## src/rtl/rr_port_scheduler_if.sv

```systemverilog
// rtl/rr_port_scheduler_if.sv - requester/resource handshake bundle for rr_port_scheduler
interface rr_port_scheduler_if #(
  parameter int NREQ = 8
);
  logic            ce;
  logic [NREQ-1:0] req;
  logic [NREQ-1:0] lock;
  logic            rdy;
  logic            done;
  logic [NREQ-1:0] gnt;
  logic [3:0]      gnt_enc;
  logic            gnt_vld;
  logic            start;
  logic            tmo;
  logic [3:0]      tmo_id;
  logic            busy;

  // Requesters/resource side drives requests and completion.
  modport master (
    output ce, req, lock, rdy, done,
    input  gnt, gnt_enc, gnt_vld, start, tmo, tmo_id, busy
  );

  // Scheduler side.
  modport slave (
    input  ce, req, lock, rdy, done,
    output gnt, gnt_enc, gnt_vld, start, tmo, tmo_id, busy
  );
endinterface

```

## src/rtl/rr_port_scheduler.sv

```systemverilog
// rtl/rr_port_scheduler.sv - round-robin transaction scheduler with lock chaining and watchdog
module rr_port_scheduler #(
  parameter int NREQ  = 8,
  parameter int TMO   = 255,
  parameter int TMO_W = 8
) (
  input logic               clk,
  input logic               rst_n,
  rr_port_scheduler_if.slave bus
);

  typedef enum logic [1:0] {
    IDLE     = 2'd0,
    BUSY     = 2'd1,
    LOCKWAIT = 2'd2
  } state_t;

  // Last watchdog count before expiry; the tmo pulse lands TMO cycles after start.
  localparam logic [TMO_W-1:0] LP_TMO_LAST = TMO_W'((TMO == 0) ? 0 : TMO - 1);

  state_t            r_state;
  logic [2:0]        r_ptr;
  logic [TMO_W-1:0]  r_wdog;
  logic [NREQ-1:0]   r_gnt;
  logic [3:0]        r_gnt_enc;
  logic              r_gnt_vld;
  logic              r_start;
  logic              r_tmo;
  logic [3:0]        r_tmo_id;
  logic              r_busy;

  logic [7:0]        w_req_ext;
  logic [7:0]        w_lock_ext;
  logic [2:0]        w_win;
  logic              w_any;
  logic [2:0]        w_own;
  logic [2:0]        w_ptr_nxt;
  logic              w_tmo_hit;

  // Wrap an index in [0, 2*NREQ) back into [0, NREQ).
  function automatic logic [2:0] f_wrap(input int a);
    int s;
    s = a;
    if (s >= NREQ) s = s - NREQ;
    return s[2:0];
  endfunction

  // Absent requesters (index >= NREQ) never request or lock.
  for (genvar gi = 0; gi < 8; gi++) begin : g_ext
    if (gi < NREQ) begin : g_real
      assign w_req_ext[gi]  = bus.req[gi];
      assign w_lock_ext[gi] = bus.lock[gi];
    end else begin : g_tie
      assign w_req_ext[gi]  = 1'b0;
      assign w_lock_ext[gi] = 1'b0;
    end
  end

  assign w_own     = r_gnt_enc[2:0];
  assign w_ptr_nxt = f_wrap(int'(w_own) + 1);
  assign w_tmo_hit = (TMO != 0) && (r_wdog == LP_TMO_LAST);

  // First requester found scanning upward from the round-robin pointer.
  always_comb begin
    w_win = '0;
    w_any = 1'b0;
    for (int i = 0; i < NREQ; i++) begin
      if (!w_any && w_req_ext[f_wrap(int'(r_ptr) + i)]) begin
        w_win = f_wrap(int'(r_ptr) + i);
        w_any = 1'b1;
      end
    end
  end

  // Grant FSM with registered outputs; a grant ends by done, lock-chain release or watchdog.
  always_ff @(posedge clk or negedge rst_n) begin
    if (!rst_n) begin
      r_state   <= IDLE;
      r_ptr     <= '0;
      r_wdog    <= '0;
      r_gnt     <= '0;
      r_gnt_enc <= '0;
      r_gnt_vld <= 1'b0;
      r_start   <= 1'b0;
      r_tmo     <= 1'b0;
      r_tmo_id  <= '0;
      r_busy    <= 1'b0;
    end else begin
      r_start <= 1'b0;
      r_tmo   <= 1'b0;
      case (r_state)
        IDLE: begin
          if (bus.ce && bus.rdy && w_any) begin
            r_state   <= BUSY;
            r_gnt     <= NREQ'(1) << w_win;
            r_gnt_enc <= {1'b0, w_win};
            r_gnt_vld <= 1'b1;
            r_start   <= 1'b1;
            r_wdog    <= '0;
            r_busy    <= 1'b1;
          end
        end
        BUSY: begin
          if (bus.done) begin
            if (w_lock_ext[w_own] && w_req_ext[w_own]) begin
              r_state <= LOCKWAIT;
            end else begin
              r_state   <= IDLE;
              r_gnt     <= '0;
              r_gnt_enc <= '0;
              r_gnt_vld <= 1'b0;
              r_busy    <= 1'b0;
              r_ptr     <= w_ptr_nxt;
            end
          end else if (w_tmo_hit) begin
            r_tmo     <= 1'b1;
            r_tmo_id  <= r_gnt_enc;
            r_state   <= IDLE;
            r_gnt     <= '0;
            r_gnt_enc <= '0;
            r_gnt_vld <= 1'b0;
            r_busy    <= 1'b0;
            r_ptr     <= w_ptr_nxt;
          end else begin
            r_wdog <= r_wdog + TMO_W'(1);
          end
        end
        LOCKWAIT: begin
          if (!w_req_ext[w_own]) begin
            r_state   <= IDLE;
            r_gnt     <= '0;
            r_gnt_enc <= '0;
            r_gnt_vld <= 1'b0;
            r_busy    <= 1'b0;
            r_ptr     <= w_ptr_nxt;
          end else if (bus.ce && bus.rdy) begin
            r_state <= BUSY;
            r_start <= 1'b1;
            r_wdog  <= '0;
          end
        end
        default: begin
          r_state <= IDLE;
        end
      endcase
    end
  end

  assign bus.gnt     = r_gnt;
  assign bus.gnt_enc = r_gnt_enc;
  assign bus.gnt_vld = r_gnt_vld;
  assign bus.start   = r_start;
  assign bus.tmo     = r_tmo;
  assign bus.tmo_id  = r_tmo_id;
  assign bus.busy    = r_busy;

endmodule

```

## src/flat_wrapper.sv

```systemverilog
// flat-port wrapper written by rule: the top's interface ports become plain ports
module rr_port_scheduler_flat 
#(
  parameter int NREQ  = 8,
  parameter int TMO   = 255,
  parameter int TMO_W = 8
)
  (clk, rst_n, bus_ce, bus_req, bus_lock, bus_rdy, bus_done, bus_gnt, bus_gnt_enc, bus_gnt_vld, bus_start, bus_tmo, bus_tmo_id, bus_busy);
  rr_port_scheduler_if #(.NREQ(NREQ)) bus_i ();
  input logic clk;
  input logic rst_n;
  input wire logic [$bits(bus_i.ce)-1:0] bus_ce;
  input wire logic [$bits(bus_i.req)-1:0] bus_req;
  input wire logic [$bits(bus_i.lock)-1:0] bus_lock;
  input wire logic [$bits(bus_i.rdy)-1:0] bus_rdy;
  input wire logic [$bits(bus_i.done)-1:0] bus_done;
  output wire logic [$bits(bus_i.gnt)-1:0] bus_gnt;
  output wire logic [$bits(bus_i.gnt_enc)-1:0] bus_gnt_enc;
  output wire logic [$bits(bus_i.gnt_vld)-1:0] bus_gnt_vld;
  output wire logic [$bits(bus_i.start)-1:0] bus_start;
  output wire logic [$bits(bus_i.tmo)-1:0] bus_tmo;
  output wire logic [$bits(bus_i.tmo_id)-1:0] bus_tmo_id;
  output wire logic [$bits(bus_i.busy)-1:0] bus_busy;
  assign bus_i.ce = bus_ce;
  assign bus_i.req = bus_req;
  assign bus_i.lock = bus_lock;
  assign bus_i.rdy = bus_rdy;
  assign bus_i.done = bus_done;
  assign bus_gnt = bus_i.gnt;
  assign bus_gnt_enc = bus_i.gnt_enc;
  assign bus_gnt_vld = bus_i.gnt_vld;
  assign bus_start = bus_i.start;
  assign bus_tmo = bus_i.tmo;
  assign bus_tmo_id = bus_i.tmo_id;
  assign bus_busy = bus_i.busy;
  rr_port_scheduler #(.NREQ(NREQ), .TMO(TMO), .TMO_W(TMO_W)) u_core (.clk(clk), .rst_n(rst_n), .bus(bus_i));
endmodule
```

## config.mk

```make
export PLATFORM = sky130hd
export DESIGN_NAME = rr_port_scheduler_flat
export DESIGN_NICKNAME = d
export VERILOG_FILES = /design/src/rtl/rr_port_scheduler_if.sv /design/src/rtl/rr_port_scheduler.sv /design/src/flat_wrapper.sv
export SDC_FILE = /design/constraint.sdc
export NUM_CORES = 1
export LEC_CHECK = 0
export ABC_CLOCK_PERIOD_IN_PS = 3500
export BUFFER_PORTS_ARGS = -buffer_cell sky130_fd_sc_hd__buf_4
export CORE_AREA = 2 2 72 74
export DETAILED_ROUTE_END_ITERATION = 10
export DIE_AREA = 0 0 74 76
export GPL_ROUTABILITY_DRIVEN = 0
export HOLD_SLACK_MARGIN = 0.1
export PLACE_DENSITY = 0.8
export SLEW_MARGIN = 20
export SYNTH_ARGS = -nofsm -noshare
export SYNTH_HDL_FRONTEND = slang
export SYNTH_SLANG_ARGS = --single-unit
```

## constraint.sdc

```tcl
create_clock -name clk -period 3.5 [get_ports clk]
set_input_delay 0.35 -clock clk [delete_from_list [all_inputs] [get_ports clk]]
set_output_delay 0.35 -clock clk [all_outputs]
set_load 0.05 [all_outputs]
```

==> metrics <==
Num CTS Buffers=5; sinks on the clock net=30; input/output buffers=38; DRC violations left=0; class of the tightest hold or removal check=primary input to register; proportion of power drawn by flip-flops and latches=between 20% and 30%; number of global-route vias before repair=2041; number of DRC markers after the initial detailed-route iteration=approximately 200; number of core rows=26; maximum number of pins on one net before global-route repair=31; leading cell type in the layout, fill and taps excluded=sky130_fd_sc_hd__buf_4; cell at the slowest stage of the critical path=sky130_fd_sc_hd__mux4_2; proportion of synthesized chip area in sequential cells=31.12%; Core Region=4912 µm²; detailed-placement wirelength estimate=3938 µm; Final #Nets=305; critical path fanouts, max=5; via density per instance=a little under 6; part of the cycle the worst path needs=94.09%; die area=5624 µm²; sort of element at the start of the critical path=register; cell-by-cell trace of the critical path=inv_1 -> ha_1 -> mux4_2 -> mux2_4 -> or3b_4 -> or3_1 -> o2bb2ai_1 -> nand2_1 -> mux2_1; power after layout=2.954 mW; Clk pin slew, worst setup/hold paths=0.07 ns; Total Routing Usage GR=about a fifth; Pwr per Cell Area=1023 nW/µm²; maximum buffer depth of the clock tree=2; area of all placed cells without fillers=roughly 2900 µm²; distinct cell type count of the synthesized netlist=58; IR Drop Worst-Case VDD=0.5544 mV; post-synthesis cell area=2412 µm²; Max Fclk=303.7 MHz; result of the run=finished clean; asr flop ratio synth=100.0%; crit path capture type=register; quantity of gates resized following cts=0; clock latency at the later pin of the worst-skew pair=0.29 ns; total global routing overflow=0; FF+latch count, synth=30; Placed Cells=335; post-detailed-route count of antenna-violating nets=0; static leakage power=1.358 nW; setup repair after global routing missed its margin=false; number of levels in the clock H-tree=2; number of max-slew violations in the final report=0; slew at the pin closest to its max-slew limit=0.6208 ns; Clock Tree Root=sky130_fd_sc_hd__clkbuf_8; Placed Area=roughly 2700 µm²; final cell count without fillers=346; Synth Flop Type=sky130_fd_sc_hd__dfrtp_1; number of top-level design ports=41; path type of the worst setup path=register to register; Post-Route WL=5429 µm; proportion of power drawn by the clock network=14.9%; number of enable-type register cells in the synthesized netlist=0; initial core utilization=49.11%; internal portion of total power=1.581 mW; layout overhead on the synthesized area=19.71%; Gate Count Post-Synth=around 240; sum of negative setup slack=0 ns; post-synthesis average cell area=10.27 µm²; normalized max-slew margin=58.52%; clock tree from TritonCTS=done; commonest non-fill, non-tap cells in the layout=44 x sky130_fd_sc_hd__buf_4, 31 x sky130_fd_sc_hd__nand2_1, 30 x sky130_fd_sc_hd__dfrtp_1; DR pass1 iterations=4; CP Data Arrival Time=3.46 ns; antenna diode count=0; count of max-cap constraint violations=0; largest clock skew in the final design=between 0.005 and 0.006 ns; Tmin final=3.293 ns; count of endpoints failing hold in the final timing report=0; delay of the slowest cell on the worst path=approximately 0.6 ns; fraction of final layout cells with drive strength greater than 1=29.71%; global-route wire length before repair=9328 µm; required time reported for the critical path endpoint=3.67 ns; net switching fraction of the power=~46%; width of the die=74 µm; post-DR wirelength/cell=15.69 µm; synthesis warning total=0; total net switching power=roughly 1.4 mW; chip height=76 µm; final hold slack=0.3317 ns; antenna violations before repair=0; portion of total power attributed to combinational logic=between 60 and 70%; count of vias placed by the detailed router=about 2000; Final setup violation count=0
## cells in the mapped netlist, types with 2 or more instances
cell	count	share of area [%]
sky130_fd_sc_hd__o21ai_1	6	1.2
sky130_fd_sc_hd__a211o_1	2	0.73
sky130_fd_sc_hd__nor4_1	2	0.52
sky130_fd_sc_hd__mux2_4	2	1.2
sky130_fd_sc_hd__ha_1	9	4.7
sky130_fd_sc_hd__or3_1	2	0.52
sky130_fd_sc_hd__and3_1	3	0.78
sky130_fd_sc_hd__xor2_1	3	1.1
sky130_fd_sc_hd__dfrtp_1	30	31
sky130_fd_sc_hd__o2bb2ai_1	2	0.73
sky130_fd_sc_hd__o2111ai_1	2	0.73
sky130_fd_sc_hd__mux2_2	8	3.7
sky130_fd_sc_hd__mux2_1	3	1.4
sky130_fd_sc_hd__nand2_1	31	4.8
sky130_fd_sc_hd__a22oi_1	3	0.93
sky130_fd_sc_hd__buf_4	5	1.6
sky130_fd_sc_hd__or4b_2	2	0.83
sky130_fd_sc_hd__a21o_1	2	0.62
sky130_fd_sc_hd__o21ai_0	6	1.2
sky130_fd_sc_hd__mux4_1	3	3.3
sky130_fd_sc_hd__nand4b_1	3	1.1
sky130_fd_sc_hd__inv_1	14	2.2
sky130_fd_sc_hd__nor2_1	5	0.78
sky130_fd_sc_hd__mux4_2	10	9.3
sky130_fd_sc_hd__buf_1	2	0.31
sky130_fd_sc_hd__buf_6	4	1.9
sky130_fd_sc_hd__mux2i_1	8	3.3
sky130_fd_sc_hd__a221oi_1	2	0.73
sky130_fd_sc_hd__a22o_1	5	1.8
sky130_fd_sc_hd__nand3_1	11	2.3
sky130_fd_sc_hd__nand3b_1	3	0.93
sky130_fd_sc_hd__a21oi_1	8	1.7
sky130_fd_sc_hd__a32o_1	4	1.7
sky130_fd_sc_hd__nor3_1	5	1.0
sky130_fd_sc_hd__xnor2_1	2	0.73
## path summary, 6_finish.rpt
| path | from | to | slack [ns] | depth (start not counted) |
|---|---|---|---|---|
| max in group asynchronous | rst_n | u_core.r_wdog[1] | 2.71 | 2 |
| max reg2reg | u_core.r_ptr[1] | u_core.r_state[1] | 0.21 | 9 |
| max | u_core.r_ptr[1] | u_core.r_state[1] | 0.21 | 9 |
| min reg2reg | u_core.bus.gnt[1] | u_core.bus.gnt[1] | 0.48 | 2 |
| min | bus_done | u_core.bus.tmo | 0.33 | 2 |
| min in group asynchronous | rst_n | u_core.bus.gnt_enc[2] | 0.52 | 2 |
## critical path, delay by kind of cell, from the launching register on
family | cells | cell delay, ns
flops | 1 | 0.34
simple gates | 3 | 0.96
mux | 3 | 1.25
compound gates | 1 | 0.14
fa+ha+maj | 1 | 0.41
buf+inv | 1 | 0.08
## power by group through the flow
stage	clock network (mW)	logic, mW	registers (mW)
2_1_floorplan	0	1.39	0.724
3_3_place_gp	0	1.83	0.601
3_5_place_dp	0	1.86	0.607
4_1_cts	0.444	1.87	0.601
5_1_grt	0.469	2.09	0.619
6_report	0.439	1.92	0.600
## final cells by class
cell class | count | area [µm²]
fillers | 410 | 2024
multi-input cells | 179 | 1514
well taps | 70 | 87.58
repair buffers | 45 | 340.3
inverters | 14 | 52.55
flip-flops and latches | 30 | 750.7
clock inverters | 2 | 60.06
clock buffers | 6 | 82.58
## per-layer routing
metal  vias to the layer above  global-route usage, %  part of all wire [%]
li1                        965                      -                     -
met1                       998                  26.30                    41
met2                        62                  34.46                    52
met3                         9                  5.423                   5.5
met4                         0                  6.727                   1.0
met5                         -                      0                     0
## state kept, by name (all words and copies together), names as in the netlist
name                flops
u_core.r_ptr            3
u_core.bus.start        1
u_core.bus.tmo          1
u_core.bus.gnt_vld      1
u_core.bus.gnt_enc      3
u_core.bus.gnt          8
u_core.r_wdog           8
u_core.r_state          2
u_core.bus.tmo_id       3
## through the flow
step	setup slack (ns)	util, %
3_3_place_gp	0.2247	55.37
5_1_grt	0.02840	58.79
6_report	0.2068	58.79
4_1_cts	0.1329	58.48
3_5_place_dp	0.1533	55.37
2_1_floorplan	0.1411	-
## logic make-up (layout without fill, tap and decap cells)
| logic type | after synthesis | in the layout | share of synthesized area [%] |
|---|---|---|---|
| other | 1 | 2 | 0.1555 |
| AND/OR/NAND/NOR | 78 | 78 | 17.48 |
| AO/OA/AOI/OAI | 50 | 50 | 15.61 |
| buffers and inverters | 27 | 67 | 6.276 |
| flip-flops | 30 | 30 | 31.12 |
| adder cells (fa/ha/maj) | 9 | 9 | 4.668 |
| multiplexers | 35 | 35 | 22.87 |
| XOR/XNOR | 5 | 5 | 1.816 |
## what timing repair did
action	4_1_cts	5_1_grt
buffers inserted	0	2
hold buffers	1	0
endpoints found under the hold margin	30	0
setup endpoints to repair	0	1
(Power assumes the default switching activity.)
